--- config.mk ---
export PLATFORM = sky130hd
export DESIGN_NAME = counter_share_arbiter
export DESIGN_NICKNAME = d
export VERILOG_FILES = /design/src/rtl/counter_share_arbiter_pkg.sv /design/src/rtl/counter_share_arbiter_counter.sv /design/src/rtl/counter_share_arbiter.sv
export SDC_FILE = /design/constraint.sdc
export NUM_CORES = 1
export LEC_CHECK = 0
export CORE_MARGIN = 5
export CORE_UTILIZATION = 44
export CTS_BUF_LIST = sky130_fd_sc_hd__clkbuf_8
export DETAILED_ROUTE_END_ITERATION = 12
export PLACE_DENSITY = 0.92
export SYNTH_ARGS = -nofsm -noshare
export SYNTH_HDL_FRONTEND = slang
export SYNTH_SLANG_ARGS = --single-unit
--- constraint.sdc ---
create_clock -name clk -period 4.3 [get_ports clk]
set_input_delay 0.86 -clock clk [delete_from_list [all_inputs] [get_ports clk]]
set_output_delay 0.86 -clock clk [all_outputs]
set_load 0.005 [all_outputs]
--- src/rtl/counter_share_arbiter_pkg.sv ---
// counter_share_arbiter_pkg: arbiter state type and round-robin pick helper
package counter_share_arbiter_pkg;
   localparam int MAX_REQ = 16;
   localparam int IDX_W = $clog2(MAX_REQ);
   typedef enum logic [1:0] {IDLE, RUN, DONE} state_t;
   // First set bit of valid searching upward from last+1, wrapping at n.
   function automatic logic [IDX_W-1:0] rr_next(input logic [MAX_REQ-1:0] valid, input logic [IDX_W-1:0] last, input int n);
      logic [IDX_W-1:0] pick;
      logic hit;
      int j;
      pick = '0;
      hit = 1'b0;
      for (int k = 1; k <= MAX_REQ; k++) begin
         j = (int'(last) + k) % n;
         if (k <= n && !hit && valid[j[IDX_W-1:0]]) begin
            pick = j[IDX_W-1:0];
            hit = 1'b1;
         end
      end
      return pick;
   endfunction
endpackage

--- src/rtl/counter_share_arbiter_counter.sv ---
// shared_counter: up-counter with synchronous clear and count enable
module shared_counter #(
   parameter int WIDTH = 8
) (
   input  logic             clk,
   input  logic             reset,
   input  logic             clear,
   input  logic             enable,
   output logic [WIDTH-1:0] value
);
   always_ff @(posedge clk)
      value <= (reset || clear) ? '0 : enable ? value + 1'b1 : value;
endmodule

--- src/rtl/counter_share_arbiter.sv ---
// counter_share_arbiter: round-robin sharing of one interval counter among requesters
module counter_share_arbiter #(
   parameter int NUM_REQ = 4,
   parameter int WIDTH   = 8
) (
   input  logic                       clk,
   input  logic                       reset,
   input  logic [NUM_REQ-1:0]         req_valid,
   input  logic [NUM_REQ*WIDTH-1:0]   req_len,
   output logic [NUM_REQ-1:0]         req_ready,
   input  logic                       abort,
   output logic [NUM_REQ-1:0]         done,
   output logic                       done_aborted,
   output logic                       busy,
   output logic [WIDTH-1:0]           cnt_value,
   output logic [$clog2(NUM_REQ)-1:0] owner
);
   import counter_share_arbiter_pkg::*;
   localparam int OW = $clog2(NUM_REQ);
   state_t state, state_n;
   logic [WIDTH-1:0] len, sel_len, cnt;
   logic [OW-1:0] last_grant;
   logic [IDX_W-1:0] pick;
   logic aborted, accept, terminal, abort_hit, clear, enable;
   always_comb begin
      pick = rr_next(MAX_REQ'(req_valid), IDX_W'(last_grant), NUM_REQ);
      sel_len = '0;
      for (int i = 0; i < NUM_REQ; i++)
         sel_len = (pick == IDX_W'(i)) ? req_len[i*WIDTH +: WIDTH] : sel_len;
   end
   assign accept    = state == IDLE && |req_valid;
   assign terminal  = cnt == len;
   assign abort_hit = state == RUN && abort && !terminal;
   always_comb begin
      state_n = state == IDLE ? (accept ? RUN : IDLE) :
                state == RUN  ? ((terminal || abort) ? DONE : RUN) : IDLE;
   end
   // Counting on the accepting edge makes the first RUN cycle show 1.
   assign clear     = state == DONE || (state == IDLE && !accept);
   assign enable    = accept || (state == RUN && !terminal && !abort);
   assign req_ready = accept ? NUM_REQ'(1) << pick : '0;
   assign done      = state == DONE ? NUM_REQ'(1) << owner : '0;
   assign done_aborted = state == DONE && aborted;
   assign busy      = state != IDLE;
   assign cnt_value = cnt;
   always_ff @(posedge clk) begin
      if (reset) begin
         state      <= IDLE;
         len        <= '0;
         owner      <= '0;
         last_grant <= OW'(NUM_REQ - 1);
         aborted    <= 1'b0;
      end else begin
         state <= state_n;
         if (accept) begin
            len     <= sel_len == '0 ? WIDTH'(1) : sel_len;
            owner   <= OW'(pick);
            aborted <= 1'b0;
         end
         if (abort_hit) aborted <= 1'b1;
         if (state == DONE) last_grant <= owner;
      end
   end
   shared_counter #(.WIDTH(WIDTH)) u_cnt (
      .clk    (clk),
      .reset  (reset),
      .clear  (clear),
      .enable (enable),
      .value  (cnt)
   );
endmodule
==> results of run 1 <==
-- per-stage QoR --
stage | cell area [um^2] | hold slack, ps | utilization | setup WS, ps | total power, W
6_report | 2138 | 473.7 | 0.6510 | 464.3 | 0.0006272
4_1_cts | 2138 | 474.1 | 0.6510 | 463.5 | 0.0006292
5_1_grt | 2138 | 491.2 | 0.6510 | 285.6 | 0.0006686
2_1_floorplan | 1468 | 448.2 | - | 1506 | 0.0003972
3_5_place_dp | 2092 | 465.6 | 0.6370 | 490.0 | 0.0004940
3_3_place_gp | 2092 | 462.8 | 0.6370 | 541.9 | 0.0004873
-- per-layer routing --
| metal | up-vias | track usage | routed length (um) |
|---|---|---|---|
| met5 | - | 0 | 0 |
| met4 | 0 | 0.06582 | 80 |
| met3 | 8 | 0.04659 | 263 |
| met2 | 50 | 0.3475 | 2126 |
| met1 | 725 | 0.2064 | 1588 |
| li1 | 765 | - | - |
-- cell usage after synthesis, types with 2 or more instances --
cell type / instances
nand2_1: 24
dfxtp_1: 23
nor2_1: 21
a21oi_1: 16
xnor2_1: 15
mux2i_1: 10
mux2_2: 7
nand3_1: 6
o211ai_1: 6
nand2b_1: 5
nor4_1: 5
clkbuf_1: 4
nor3_1: 4
a211oi_1: 3
and3_1: 3
nor3b_1: 3
a31oi_1: 2
buf_2: 2
inv_1: 2
nand4_1: 2
o21ai_0: 2
o21ai_1: 2
or4_1: 2
-- cell type report --
cell class	instances	area, um^2	share of cell area
Clock inverter	1	5.005	0.002341
Inverter	2	7.507	0.003511
Timing Repair Buffer	62	610.6	0.2855
Sequential cell	23	460.4	0.2153
Multi-Input combinational cell	150	955.9	0.4470
Clock buffer	3	41.29	0.01931
Tap cell	46	57.56	0.02692
-- power breakdown --
part / leakage, nW / total, W / internal, W / switching (W)
logic: 0.537 / 0.000233 / 0.000125 / 0.000108
registers: 0.189 / 0.000261 / 0.000237 / 0.0000241
clock network: 0.0255 / 0.000134 / 0.0000648 / 0.0000692
-- worst paths after layout --
check                     start            to  slack (ps)
setup reg to reg  last_grant[0]        len[0]        2160
hold reg to reg          len[7]        len[7]         470
setup / recovery   req_valid[3]  req_ready[0]         460
hold / removal           len[7]        len[7]         470
-- tightest hold or removal path, delay by kind of cell (launching register included) --
kind / cells / cell delay, ps
flops: 1 / 320
simple gates: 1 / 50
compound gates: 1 / 50
-- kinds of logic after synthesis --
logic type / share of synthesized area
AO/OA/AOI/OAI: 0.1671
XOR/XNOR: 0.08952
adder cells (fa/ha/maj): 0.008524
buffers and inverters: 0.03495
flip-flops: 0.3137
multiplexers: 0.1219
AND/OR/NAND/NOR: 0.2643
-- sequential cells by signal, indices dropped and copies added, names as in the netlist --
name,cells
u_cnt.value,8
last_grant,2
state,2
aborted,1
len,8
owner,2
==> impl_table.tex, run 1 <==
\begin{tabular}{lr}
\hline
Metric & Value \\
\hline
\multicolumn{2}{l}{\textbf{Clocking}} \\
\quad Maximum root-to-sink buffer count & 2 \\
\quad Resize count post-CTS & 0 \\
\quad H-tree level count & 1 \\
\quad Reg clk slew, reported paths & roughly 70 ps \\
\quad Root buffer selected by CTS & clkbuf\_8 \\
\quad Number of buffers inserted by post-CTS setup repair & 0 \\
\quad Worst-skew pair later-pin latency & 270 ps \\
\quad Number of buffers inserted during clock tree synthesis & 3 \\
\quad CTS tree & done \\
\quad Post-cts hold buffer count & 0 \\
\quad Clock tree sinks & 23 \\
\multicolumn{2}{l}{\textbf{Floorplan}} \\
\quad Die extent in x & between 60 and 70 um \\
\quad Die Footprint & 4591 um\^{}2 \\
\quad Initial Util & 0.4469 \\
\quad CORE AREA & 3284 um\^{}2 \\
\quad Die H & slightly below 70 um \\
\quad Floorplan row count & 21 \\
\quad IO Count & 59 \\
\multicolumn{2}{l}{\textbf{Synth}} \\
\quad Number of storage elements in the synthesis netlist & 23 \\
\quad Yosys warning count & 0 \\
\quad Register area share after synthesis & 0.3137 \\
\quad Post-Synthesis Net Count & 223 \\
\quad Netlist area before placement & roughly 1500 um\^{}2 \\
\quad Fraction of post-synthesis cell area in the top cell type by area & 0.3137 \\
\quad Count of different cell masters after synthesis & 37 \\
\quad Largest area contributor in the synthesized netlist & dfxtp\_1 \\
\quad Share of flip-flops with an asynchronous set or reset & 0 \\
\quad Synthesized area divided by synthesized cell count & 8.020 um\^{}2 \\
\quad Gate Count Post-Synth & 183 \\
\quad Biggest area contributors in the synthesized netlist & dfxtp\_1, xnor2\_1, mux2i\_1 \\
\quad Count of flip-flops with a built-in enable after synthesis & 0 \\
\quad Most used DFF post-synth & dfxtp\_1 \\
\multicolumn{2}{l}{\textbf{Timing}} \\
\quad Slew headroom & 0.5233 \\
\quad Shortest period the worst path allows & 3836 ps \\
\quad Slew of the pin with the lowest slew margin & 712.3 ps \\
\quad Final setup violation count & 0 \\
\quad Final Max Tran Viols & 0 \\
\quad Number of hold violations in the final report & 0 \\
\quad Setup repair after global routing missed its margin & no \\
\quad Post-route fraction of the period consumed by the critical path & 0.8920 \\
\quad Aggregate negative setup slack & 0 ps \\
\quad Worst clock skew on the final layout & between 7 and 8 ps \\
\quad FMAX & 260.7 MHz \\
\multicolumn{2}{l}{\textbf{Cells and area}} \\
\quad Top library cells by usage in the layout, fill and taps aside & clkdlybuf4s50\_1, nand2\_1, dfxtp\_1, nor2\_1, a21oi\_1 \\
\quad Filler instances & around 270 \\
\quad Leading cell type in the layout, fill and taps excluded & clkdlybuf4s50\_1 \\
\quad Antenna Cells & 0 \\
\quad Ratio of cells with drive above 1 in the final layout & 0.07884 \\
\quad Nets@finish & 282 \\
\quad Non-filler instance count after layout & 287 \\
\quad Area Growth Syn to Fin & 45.69\% \\
\multicolumn{2}{l}{\textbf{GRT}} \\
\quad Gr usage total & 0.1885 \\
\quad Via count of the first global-routing pass & 1496 \\
\quad Initial antenna violation count & 0 \\
\quad Global-route wire length before repair & between 6000 and 7000 um \\
\quad Total gr overflow & 0 \\
\quad Largest net degree at the start of global routing & 19 \\
\multicolumn{2}{l}{\textbf{Placement}} \\
\quad Post-DP HPWL & 3271 um \\
\quad Count of input and output buffers & 58 \\
\quad Weighted congestion at the end of routability-driven global placement & 0.8169 \\
\quad Placed Cells incl. Taps & around 280 \\
\multicolumn{2}{l}{\textbf{Critical path}} \\
\quad Crit Path Max Fanout & 8 \\
\quad Worst path required time & $\sim$3400 ps \\
\quad Arr. time, crit path & 2980 ps \\
\quad Crit path launch type & primary input \\
\quad Family with the most delay on the worst path & buffers and inverters \\
\quad Critical path depth in cells & 6 \\
\quad CP Capture Type & output port \\
\quad Cell type of the slowest stage on the worst timing path & a211oi\_2 \\
\quad Worst-path cell chain & clkdlybuf4s50\_1 -> nand2b\_1 -> o21ai\_0 -> a211oi\_2 -> nor3b\_1 -> clkdlybuf4s50\_1 \\
\quad Cell with the most instances on the worst path & clkdlybuf4s50\_1 \\
\quad Largest stage delay on the critical path & 550 ps \\
\quad WS Path Type & primary input to output port \\
\quad Buffers plus inverters on the worst setup path & 2 \\
\quad Depth of the worst register-to-register path & 7 \\
\multicolumn{2}{l}{\textbf{Power and ir drop}} \\
\quad IR Drop Worst-Case VDD & around 0.00021 V \\
\quad Total power divided by cell area & 293.3 nW/um\^{}2 \\
\quad Leak Pwr & 0.7508 nW \\
\multicolumn{2}{l}{\textbf{Worst hold path}} \\
\quad Class of the worst hold path & register to register \\
\quad Number of stages on the worst hold path & 2 \\
\multicolumn{2}{l}{\textbf{Drt}} \\
\quad 1st-pass router iterations & 4 \\
\quad DRT Wirelength & just over 4000 um \\
\quad Number of DRC violations after detailed routing & 0 \\
\quad Routed length per instance & about 14 um \\
\quad Routed via count divided by cell count & 5.394 \\
\quad 1st-iter DRT viols & 64 \\
\quad Via Count & 1548 \\
\quad Remaining number of nets flagged by the antenna check after routing & 0 \\
\multicolumn{2}{l}{\textbf{Run}} \\
\quad Maxcap violations & 0 \\
\multicolumn{2}{l}{\textbf{Outcome}} \\
\quad Outcome & finished, final reports clean \\
\hline
\end{tabular}
No activity file was read; power rests on OpenSTA's default activity.
==> inputs of run 2 (changes only) <==
--- a/config.mk
+++ b/config.mk
@@ -13,3 +13,4 @@
 export SYNTH_ARGS = -nofsm -noshare
 export SYNTH_HDL_FRONTEND = slang
 export SYNTH_SLANG_ARGS = --single-unit
+export TNS_END_PERCENT = 1
==> results of run 2 <==
The final DEF is identical to that of run 1; final timing and power are the same.
